$ cat src/rtl/sdram_page_arbiter_pkg.sv
// -----------------------------------------------------------------------------
// sdram_page_arbiter_pkg
// Shared definitions for the SDRAM page arbiter and its refresh scheduler:
// operation command encodings, FSM state encodings, refresh defaults, bus
// widths and a counter-width helper.
// -----------------------------------------------------------------------------
package sdram_page_arbiter_pkg;

    // Operation command encodings presented on op_cmd
    localparam logic [1:0] CMD_NONE    = 2'd0;
    localparam logic [1:0] CMD_WRITE   = 2'd1;
    localparam logic [1:0] CMD_READ    = 2'd2;
    localparam logic [1:0] CMD_REFRESH = 2'd3;

    // Arbiter FSM state encodings
    localparam logic [1:0] ST_IDLE      = 2'd0;
    localparam logic [1:0] ST_ISSUE     = 2'd1;
    localparam logic [1:0] ST_WAIT_DONE = 2'd2;

    // Refresh defaults: 7.8 us at 48 MHz, up to 8 postponed refreshes
    localparam int REF_INTERVAL_DEF = 374;
    localparam int REF_MAX_DEF      = 8;

    // Page address is {BA[1:0], row[12:0]}; page count must reach 32768
    localparam int PAGE_W = 15;
    localparam int USED_W = 16;

    // Bits needed to hold values 0..max_val, never less than one bit
    function automatic int cnt_width(input int max_val);
        return (max_val < 1) ? 1 : $clog2(max_val + 1);
    endfunction

endpackage

$ cat src/rtl/sdram_page_arbiter_if.sv
// -----------------------------------------------------------------------------
// sdram_page_arbiter_if
// Groups the arbiter's request, SDRAM-operation handshake and status signals.
//   wr_req / rd_req   : upstream page-ready / downstream page-space levels
//   op_ready, op_done : SDRAM controller idle flag and completion pulse
//   op_valid, op_cmd, op_page : offered operation
//   pages_used, full, empty, ref_overrun : status
// Modport master is the arbiter; modport slave is the surrounding system.
// -----------------------------------------------------------------------------
interface sdram_page_arbiter_if;
    import sdram_page_arbiter_pkg::*;

    logic              wr_req;
    logic              rd_req;
    logic              op_ready;
    logic              op_done;
    logic              op_valid;
    logic [1:0]        op_cmd;
    logic [PAGE_W-1:0] op_page;
    logic [USED_W-1:0] pages_used;
    logic              full;
    logic              empty;
    logic              ref_overrun;

    modport master (
        input  wr_req, rd_req, op_ready, op_done,
        output op_valid, op_cmd, op_page, pages_used, full, empty, ref_overrun
    );

    modport slave (
        output wr_req, rd_req, op_ready, op_done,
        input  op_valid, op_cmd, op_page, pages_used, full, empty, ref_overrun
    );

endinterface

$ cat src/rtl/sdram_refresh_scheduler.sv
// -----------------------------------------------------------------------------
// sdram_refresh_scheduler
// Free-running refresh interval timer plus a saturating count of refreshes
// that are due but not yet performed.
//   clk, n_rst   : clock, asynchronous active-low reset
//   ref_done     : a refresh operation finished this cycle
//   ref_pending  : refreshes owed (0..REF_MAX)
//   ref_overrun  : sticky, a tick arrived while ref_pending was already full
// -----------------------------------------------------------------------------
module sdram_refresh_scheduler
    import sdram_page_arbiter_pkg::*;
#(
    parameter int REF_INTERVAL = REF_INTERVAL_DEF,
    parameter int REF_MAX      = REF_MAX_DEF
) (
    input  logic                          clk,
    input  logic                          n_rst,
    input  logic                          ref_done,
    output logic [cnt_width(REF_MAX)-1:0] ref_pending,
    output logic                          ref_overrun
);
    localparam int TMR_W  = cnt_width(REF_INTERVAL - 1);
    localparam int PEND_W = cnt_width(REF_MAX);
    localparam logic [TMR_W-1:0]  TMR_LAST = TMR_W'(REF_INTERVAL - 1);
    localparam logic [PEND_W-1:0] PEND_MAX = PEND_W'(REF_MAX);

    logic [TMR_W-1:0]  timer_q, timer_d;
    logic [PEND_W-1:0] pending_q, pending_d;
    logic              overrun_q, overrun_d;
    logic              tick;

    always_comb begin
        tick      = (timer_q == TMR_LAST);
        timer_d   = tick ? '0 : timer_q + 1'b1;
        pending_d = pending_q;
        overrun_d = overrun_q;

        if (tick && (pending_q == PEND_MAX)) begin
            overrun_d = 1'b1;
        end

        // A tick and a completed refresh in the same cycle cancel out
        if (tick && !ref_done) begin
            if (pending_q != PEND_MAX) begin
                pending_d = pending_q + 1'b1;
            end
        end else if (ref_done && !tick) begin
            if (pending_q != '0) begin
                pending_d = pending_q - 1'b1;
            end
        end
    end

    always_ff @(posedge clk or negedge n_rst) begin
        if (!n_rst) begin
            timer_q   <= '0;
            pending_q <= '0;
            overrun_q <= 1'b0;
        end else begin
            timer_q   <= timer_d;
            pending_q <= pending_d;
            overrun_q <= overrun_d;
        end
    end

    assign ref_pending = pending_q;
    assign ref_overrun = overrun_q;

endmodule

$ cat src/rtl/sdram_page_arbiter.sv
// -----------------------------------------------------------------------------
// sdram_page_arbiter
// Arbitrates whole-page SDRAM writes, reads and auto-refreshes over a ring of
// PAGES pages. One operation is in flight at a time: IDLE picks a candidate,
// ISSUE offers it until the controller takes it, WAIT_DONE waits for op_done
// and then commits the pointer / occupancy update.
//   clk, n_rst : clock, asynchronous active-low reset
//   bus        : sdram_page_arbiter_if.master (requests, handshake, status)
// -----------------------------------------------------------------------------
module sdram_page_arbiter
    import sdram_page_arbiter_pkg::*;
#(
    parameter int PAGES        = 32768,
    parameter int REF_INTERVAL = REF_INTERVAL_DEF,
    parameter int REF_MAX      = REF_MAX_DEF
) (
    input logic                  clk,
    input logic                  n_rst,
    sdram_page_arbiter_if.master bus
);
    localparam int PTR_W  = cnt_width(PAGES - 1);
    localparam int PEND_W = cnt_width(REF_MAX);
    localparam logic [PTR_W-1:0]  PTR_LAST  = PTR_W'(PAGES - 1);
    localparam logic [USED_W-1:0] USED_FULL = USED_W'(PAGES);

    logic [1:0]        state_q, state_d;
    logic [1:0]        cmd_q, cmd_d;
    logic [PAGE_W-1:0] page_q, page_d;
    logic [PTR_W-1:0]  wr_ptr_q, wr_ptr_d;
    logic [PTR_W-1:0]  rd_ptr_q, rd_ptr_d;
    logic [USED_W-1:0] used_q, used_d;
    logic              last_wr_q, last_wr_d;

    logic [PEND_W-1:0] ref_pending;
    logic              ref_overrun;
    logic              ref_done;
    logic              full, empty;
    logic              ref_cand, wr_cand, rd_cand;

    // Explicit wrap keeps the ring correct whatever PTR_W works out to
    function automatic logic [PTR_W-1:0] ptr_inc(input logic [PTR_W-1:0] p);
        return (p == PTR_LAST) ? '0 : p + 1'b1;
    endfunction

    assign full     = (used_q == USED_FULL);
    assign empty    = (used_q == '0);
    assign ref_cand = (ref_pending != '0);
    assign wr_cand  = bus.wr_req && !full;
    assign rd_cand  = bus.rd_req && !empty;
    assign ref_done = (state_q == ST_WAIT_DONE) && bus.op_done && (cmd_q == CMD_REFRESH);

    sdram_refresh_scheduler #(
        .REF_INTERVAL (REF_INTERVAL),
        .REF_MAX      (REF_MAX)
    ) u_refresh (
        .clk         (clk),
        .n_rst       (n_rst),
        .ref_done    (ref_done),
        .ref_pending (ref_pending),
        .ref_overrun (ref_overrun)
    );

    always_comb begin
        state_d   = state_q;
        cmd_d     = cmd_q;
        page_d    = page_q;
        wr_ptr_d  = wr_ptr_q;
        rd_ptr_d  = rd_ptr_q;
        used_d    = used_q;
        last_wr_d = last_wr_q;

        case (state_q)
            ST_IDLE: begin
                if (ref_cand) begin
                    cmd_d   = CMD_REFRESH;
                    page_d  = '0;
                    state_d = ST_ISSUE;
                // On a write/read tie, write goes unless the last data op was a write
                end else if (wr_cand && (!rd_cand || !last_wr_q)) begin
                    cmd_d   = CMD_WRITE;
                    page_d  = PAGE_W'(wr_ptr_q);
                    state_d = ST_ISSUE;
                end else if (rd_cand) begin
                    cmd_d   = CMD_READ;
                    page_d  = PAGE_W'(rd_ptr_q);
                    state_d = ST_ISSUE;
                end
            end

            // Operation is committed once offered; request changes are ignored
            ST_ISSUE: begin
                if (bus.op_ready) begin
                    state_d = ST_WAIT_DONE;
                end
            end

            ST_WAIT_DONE: begin
                if (bus.op_done) begin
                    state_d = ST_IDLE;
                    cmd_d   = CMD_NONE;
                    page_d  = '0;
                    if (cmd_q == CMD_WRITE) begin
                        wr_ptr_d  = ptr_inc(wr_ptr_q);
                        used_d    = used_q + 1'b1;
                        last_wr_d = 1'b1;
                    end else if (cmd_q == CMD_READ) begin
                        rd_ptr_d  = ptr_inc(rd_ptr_q);
                        used_d    = used_q - 1'b1;
                        last_wr_d = 1'b0;
                    end
                end
            end

            default: begin
                state_d = ST_IDLE;
                cmd_d   = CMD_NONE;
                page_d  = '0;
            end
        endcase
    end

    always_ff @(posedge clk or negedge n_rst) begin
        if (!n_rst) begin
            state_q   <= ST_IDLE;
            cmd_q     <= CMD_NONE;
            page_q    <= '0;
            wr_ptr_q  <= '0;
            rd_ptr_q  <= '0;
            used_q    <= '0;
            last_wr_q <= 1'b0;
        end else begin
            state_q   <= state_d;
            cmd_q     <= cmd_d;
            page_q    <= page_d;
            wr_ptr_q  <= wr_ptr_d;
            rd_ptr_q  <= rd_ptr_d;
            used_q    <= used_d;
            last_wr_q <= last_wr_d;
        end
    end

    assign bus.op_valid    = (state_q == ST_ISSUE);
    assign bus.op_cmd      = cmd_q;
    assign bus.op_page     = page_q;
    assign bus.pages_used  = used_q;
    assign bus.full        = full;
    assign bus.empty       = empty;
    assign bus.ref_overrun = ref_overrun;

endmodule

$ cat src/flat_wrapper.sv
// flat-port wrapper written by rule: the top's interface ports become plain ports
module sdram_page_arbiter_flat import sdram_page_arbiter_pkg::*;
#(
    parameter int PAGES        = 32768,
    parameter int REF_INTERVAL = REF_INTERVAL_DEF,
    parameter int REF_MAX      = REF_MAX_DEF
)
  (clk, n_rst, bus_wr_req, bus_rd_req, bus_op_ready, bus_op_done, bus_op_valid, bus_op_cmd, bus_op_page, bus_pages_used, bus_full, bus_empty, bus_ref_overrun);
  sdram_page_arbiter_if bus_i ();
  input logic clk;
  input logic n_rst;
  input wire logic [$bits(bus_i.wr_req)-1:0] bus_wr_req;
  input wire logic [$bits(bus_i.rd_req)-1:0] bus_rd_req;
  input wire logic [$bits(bus_i.op_ready)-1:0] bus_op_ready;
  input wire logic [$bits(bus_i.op_done)-1:0] bus_op_done;
  output wire logic [$bits(bus_i.op_valid)-1:0] bus_op_valid;
  output wire logic [$bits(bus_i.op_cmd)-1:0] bus_op_cmd;
  output wire logic [$bits(bus_i.op_page)-1:0] bus_op_page;
  output wire logic [$bits(bus_i.pages_used)-1:0] bus_pages_used;
  output wire logic [$bits(bus_i.full)-1:0] bus_full;
  output wire logic [$bits(bus_i.empty)-1:0] bus_empty;
  output wire logic [$bits(bus_i.ref_overrun)-1:0] bus_ref_overrun;
  assign bus_i.wr_req = bus_wr_req;
  assign bus_i.rd_req = bus_rd_req;
  assign bus_i.op_ready = bus_op_ready;
  assign bus_i.op_done = bus_op_done;
  assign bus_op_valid = bus_i.op_valid;
  assign bus_op_cmd = bus_i.op_cmd;
  assign bus_op_page = bus_i.op_page;
  assign bus_pages_used = bus_i.pages_used;
  assign bus_full = bus_i.full;
  assign bus_empty = bus_i.empty;
  assign bus_ref_overrun = bus_i.ref_overrun;
  sdram_page_arbiter #(.PAGES(PAGES), .REF_INTERVAL(REF_INTERVAL), .REF_MAX(REF_MAX)) u_core (.clk(clk), .n_rst(n_rst), .bus(bus_i));
endmodule
$ cat config.mk
export PLATFORM = sky130hd
export DESIGN_NAME = sdram_page_arbiter_flat
export DESIGN_NICKNAME = d
export VERILOG_FILES = /design/src/rtl/sdram_page_arbiter_pkg.sv /design/src/rtl/sdram_page_arbiter_if.sv /design/src/rtl/sdram_refresh_scheduler.sv /design/src/rtl/sdram_page_arbiter.sv /design/src/flat_wrapper.sv
export SDC_FILE = /design/constraint.sdc
export NUM_CORES = 1
export LEC_CHECK = 0
export BUFFER_PORTS_ARGS = -buffer_cell sky130_fd_sc_hd__buf_2
export CAP_MARGIN = 0
export CORE_ASPECT_RATIO = 2
export CORE_MARGIN = 2
export CORE_UTILIZATION = 49
export CTS_CLUSTER_SIZE = 14
export DETAILED_ROUTE_END_ITERATION = 10
export PLACE_DENSITY = 0.68
export SLEW_MARGIN = 20
export SYNTH_ARGS = -nofsm -noshare
export SYNTH_HDL_FRONTEND = slang
export SYNTH_SLANG_ARGS = --single-unit
$ cat constraint.sdc
create_clock -name clk -period 4.45 [get_ports clk]
set_input_delay 0 -clock clk [delete_from_list [all_inputs] [get_ports clk]]
set_output_delay 0 -clock clk [all_outputs]
set_load 0.01 [all_outputs]
# ---- After elaboration in Yosys (flattened, before gate mapping)
# Cells that the tools add are included.
dict set report classes {
  n_addsub 7
  muxes 26
  reduce_logical 27
  bitwise_logic 2
  eq_ne 15
}
# op n
set ops {}
lappend ops {{two-way mux 15 bit} 6}
lappend ops {{one-hot mux 15 bit (3 select lines)} 1}
lappend ops {{two-way mux 16 bit} 2}
lappend ops {{adder 15 x 1 -> 15 bit (second input constant)} 2}
lappend ops {{== test 15 bit (second input constant)} 2}
lappend ops {{adder 16 x 1 -> 16 bit (second input constant)} 1}
lappend ops {{== test 16 bit (second input constant)} 1}
lappend ops {{logical NOT 16 bit} 1}
lappend ops {{two-way mux 2 bit} 8}
lappend ops {{two-way mux 4 bit} 4}
lappend ops {{subtractor 16 x 1 -> 16 bit (second input constant)} 1}
lappend ops {{AND reduction 3 bit} 5}
lappend ops {{one-hot mux 2 bit (3 select lines)} 2}
lappend ops {{adder 9 x 1 -> 9 bit (second input constant)} 1}
lappend ops {{== test 9 bit (second input constant)} 1}
lappend ops {{two-way mux 9 bit} 1}
lappend ops {{logical AND 1 bit} 8}
lappend ops {{== test 2 bit (second input constant)} 3}
lappend ops {{logical NOT 1 bit} 6}
lappend ops {{nonzero test 2 bit} 3}
lappend ops {{adder 4 x 1 -> 4 bit (second input constant)} 1}
lappend ops {{== test 2 x 1 -> 1 bit (second input constant)} 2}
lappend ops {{== test 4 bit (second input constant)} 1}
lappend ops {{!= test 2 bit (second input constant)} 2}
lappend ops {{10 further kinds} 12}
dict set report totals {
  regBits 80
  out_inout_bits 37
  input_bits 6
}

# ---- Depth between registers and ports, before layout
dict set report depth {
  ltp_word 9
  depth_mapped 11
  depth_no_buf 11
}

# ---- Cells and area by module
# Synthesis repeated with hierarchy kept, for this count alone.
dict set report unflattened {
  cells_unflattened 476
  hier_area_um2 4574.4
}
# module area_each_um2 cells_per_inst seq_area_each_um2 n_inst
set modules_own_cells {}
lappend modules_own_cells {sdram_page_arbiter 3831.2 408 1651.6 1}
lappend modules_own_cells {sdram_refresh_scheduler 743.2 68 350.3 1}

# ---- Worst setup path after synthesis
# OpenSTA, ideal clock, no wires.
dict set report synth_timing {
  kind {register to register}
  startpoint {register u_core.cmd_q[1], in the netlist u_core.bus.op_cmd[1]}
  endpoint {register u_core.used_q[12], in the netlist u_core.bus.pages_used[12]}
  arrival_ns 2.635
  t_required_ns 4.319
  path_buffers 0
  path_slack_ns 1.684
  period_less_slack_ns 2.766
  path_stages_with_launch 11
  cell_sequence {dfrtp_1 inv_1 ha_1 inv_1 ha_1 nor2b_1 o31a_1 o31ai_2 o21ai_1 nor4b_1 or3_1}
}
dict set report synth_between {
  elab_chain_len 3
  word_cells_on_any_way 5
  cone_classes {2 x eq/ne; 1 x mux; 2 x reduce/logical}
}
# element line_no
set synth_lines {}
lappend synth_lines {{start: declaration} sdram_page_arbiter.sv:27} ;# logic [1:0] cmd_q, cmd_d;
lappend synth_lines {{start signal: assignment} sdram_page_arbiter.sv:133} ;# cmd_q <= cmd_d;
lappend synth_lines {{== test 2 bit or == test 2 x 1 -> 1 bit (tied branches)} {sdram_page_arbiter.sv:106, sdram_page_arbiter.sv:102}}
lappend synth_lines {{nonzero test 2 bit (no line)} n/a}
lappend synth_lines {{AND reduction 3 bit (no line)} n/a}
lappend synth_lines {{end signal: assignment} sdram_page_arbiter.sv:137} ;# used_q <= used_d;
lappend synth_lines {{end: declaration} sdram_page_arbiter.sv:31} ;# logic [USED_W-1:0] used_q, used_d;
# Parallel ways exist; a longest one is shown, timed or not.
# A chain may end at the register's enable or synchronous reset.

# ---- Worst setup path after layout
# Same ends and word-level chain as after synthesis.

==> impl_results.md <==
* Finished Layout Cells at 618
* Worst Path Buf+Inv at 2
* Initial antenna violation count at 0
* Global Route Usage Sum at approximately 23%
* Max Clock Skew at roughly 7.3 ps
* Dominant synthesized flop cell: dfrtp_1
* Diodes inserted at 0
* Clock share of power at about a fifth
* Commonest cells post-synth: dfrtp_1 (80), nand2_1 (45), nor2_1 (39), inv_1 (31), xnor2_1 (27)
* Cts repair resizes at 0
* Top-area cell type share of the netlist area at a little over two fifths
* Post-CTS Repair Setup Buffers at 0
* Share of cells above drive strength 1 at roughly 15%
* Worst VDD drop at 0.464 mV
* Core Region at roughly 9000 µm²
* HP Class: in2reg
* Mean Syn Cell Area at 9.91 µm²
* Part of the power in combinational logic at between 40% and 50%
* Netlist Area Pre-Place at 4640 µm²
* Vias per cell at 5.99
* LEAKAGE at about 2.6 nW
* Crit path required time at ~4700 ps
* Synth Instances at ~470
* Root Buffer: clkbuf_16
* Remaining Overflow, GRT at 0
* NetSw at ~1.4 mW
* Routed WL at ~11000 µm
* Outcome: finished, final reports clean
* Initial core utilization at 50.1%
* I/O Pins at between 40 and 50
* Rows at 50
* Fin nets at roughly 540
* Period utilization at 70.1%
* CP endpoint kind: flip-flop
* Placed standard-cell area at 4900 µm²
* Port Buffers at between 40 and 50
* Worst-margin pin slew at just under 900 ps
* Pint at between 1.5 and 2 mW
* Worst skew pair latency at roughly 340 ps
* Num CTS Buffers at 9
* Worst endpoint data arrival time at ~3300 ps
* Critical-path top delay cell: inv_1
* DRT iter0 DRCs at approximately 240
* Sequential area share after synthesis at between 40 and 50%
* Post-route DRC at 0
* Hold Path Cell Cnt at 3
* CP max FO at 19
* Fillers at about 830
* Layout Utilization at roughly 56%
* Minimum clock period at around 3100 ps
* CP delay by family, top: simple AND/OR/NAND/NOR gates
* CTS Buffer Depth at 2
* Kind of critical path: reg2reg
* Via count at 3700
* Max_cap viols at 0
* Routed Antenna Nets at 0
* Max Freq at ~320 MHz
* Global-route wire length before repair at between 15000 and 20000 µm
* Wire length per cell at about 18 µm
* Synth area leaders: dfrtp_1 (43%), ha_1 (6.7%), xnor2_1 (5.1%), nand2_1 (3.6%), a222oi_1 (3.2%)
* CTS tree: built
* Design area at about 5200 µm²
* RSZ-0062 raised after global routing: no
* Setup violators final at 0
* Register share of total power at 30.9%
* Post-synth cell types at 67
* Startpoint types: flip-flop
* R2r setup slk at about 1300 ps
* Full die area at about 10000 µm²
* Clock-pin transition on the worst setup and hold timing paths at approximately 60 ps
* EDFF count, synth at 0
* Chip Width at between 70 and 80 µm
* Delay of the slowest critical-path stage at 490 ps
* Post-synth top area cell: dfrtp_1
* Switch share at between 40% and 50%
* Worst Hold Margin at 36.0 ps
* Drt pass-1 iters at 5
* CP cell instances: inv_1 -> ha_1 -> inv_1 -> ha_1 -> nor2b_1 -> o31a_1 -> o31ai_2 -> o21ai_1 -> nor4b_1 -> or3_1
* Power per cell area at ~640 nW/µm²
* Slew Limit Fails at 0
* Slew margin rel. at roughly two fifths
* Net Count, Synth at 500
* Placed insts at 601
* DP Wirelength at between 8000 and 9000 µm
* H-tree levels at 3
* Yosys warns at 0
* R2R cell count at 10
* Number of global-route vias before repair at between 3000 and 4000
* Async SR Flop Fraction at 100%
* Setup TNS at 0 ps
* Seq cells post-synth at 80
* Largest net degree at the start of global routing at 81
* Placer Congestion at 0.882
* Die height at 142 µm
* Count leader, synth: dfrtp_1
* Crit path depth at 10
* Fin. Hold Viols at 0
* TritonCTS Sinks at 80
* Area Growth Syn to Fin at 12.4%
[final cells by class]
type / count / area (µm²) / share of cell area (%)
flip-flops and latches: 80 / 2000 / 38.4
multi-input cells: 344 / 2440 / 46.8
clock inverters: 6 / 61.3 / 1.18
repair buffers: 44 / 236 / 4.54
well taps: 104 / 130 / 2.50
inverters: 31 / 116 / 2.23
clock buffers: 9 / 225 / 4.32
[per-stage QoR]
stage          power, mW  worst slack [ps]
2_1_floorplan       2.19              1680
3_3_place_gp        2.60              1390
3_5_place_dp        2.63              1350
4_1_cts             3.37              1330
5_1_grt             3.58              1170
6_report            3.35              1330
[worst paths after layout]
path	start	to
worst max-delay path	u_core.bus.op_cmd[1]	u_core.bus.pages_used[12]
worst min-delay path	bus_op_done	u_core.state_q[1]
worst max register to register	u_core.bus.op_cmd[1]	u_core.bus.pages_used[12]
worst min register to register	u_core.u_refresh.ref_overrun	u_core.u_refresh.ref_overrun
max in group asynchronous	n_rst	u_core.bus.op_page[13]
min in group asynchronous	n_rst	u_core.u_refresh.timer_q[8]
[state kept, by name, summed over array words and instances, names as in the netlist]
signal / flops
u_core.wr_ptr_q: 15
u_core.state_q: 2
u_core.bus.op_cmd: 2
u_core.bus.op_page: 15
u_core.u_refresh.ref_overrun: 1
u_core.u_refresh.timer_q: 9
u_core.u_refresh.ref_pending: 4
u_core.last_wr_q: 1
u_core.rd_ptr_q: 15
u_core.bus.pages_used: 16
[logic make-up (layout without fill, tap and decap cells)]
| family | after synthesis | after routing | share of synthesized area, % |
|---|---|---|---|
| multiplexers | 2 | 2 | 0.459 |
| adder cells (fa/ha/maj) | 26 | 26 | 7.18 |
| AND/OR/NAND/NOR | 164 | 164 | 19.9 |
| AO/OA/AOI/OAI | 110 | 110 | 17.0 |
| flip-flops | 80 | 80 | 43.2 |
| buffers and inverters | 44 | 90 | 4.29 |
| XOR/XNOR | 42 | 42 | 7.93 |
[power by group through the flow]
stage               logic (mW)  clock network [mW]  registers [mW]
floorplan                 1.17                   0            1.02
global placement          1.56                   0            1.04
detailed placement        1.58                   0            1.05
CTS                       1.60               0.731            1.04
global route              1.76               0.764            1.06
finish                    1.60               0.716            1.03
[worst reg2reg max path: stages (launching register included)]
cell and delay (ps):
dfrtp_1 400, inv_1 80, ha_1 230, inv_1 490, ha_1 400, nor2b_1 160
o31a_1 280, o31ai_2 270, o21ai_1 150, nor4b_1 170, or3_1 380
[per-layer routing]
metal / up-vias / global-route usage [%] / routed length (µm)
met1: 1820 / 23.4 / 4030
met3: 27 / 3.91 / 251
met4: 0 / 10.8 / 405
met5: - / 0 / 0
met2: 71 / 43.8 / 6230
li1: 1782 / - / -
[cells in the final DEF (no fill, tap or decap), types with 3 or more instances in the layout]
cell,n
clkinv_2,3
xor2_1,15
nand2_1,45
o211ai_1,3
nor4_4,4
a211oi_1,6
and4_1,4
dfrtp_1,80
a21oi_1,12
xnor2_1,27
o31ai_1,6
nand4_1,11
nor2b_1,4
inv_1,31
nand3_1,16
buf_2,41
a222oi_1,15
o21ai_0,20
a21o_1,14
clkbuf_16,9
ha_1,25
o21a_1,4
nor3_1,6
nor2_1,39
o21ai_1,9
nand2b_1,3
and3_1,9
or3_1,3
[what timing repair did]
action                                  4_1_cts  5_1_grt
endpoints found under the setup margin        0        0
hold buffers                                  2        0
hold endpoints to repair                     82        0
Note: power is estimated with default switching activity, not from simulation.
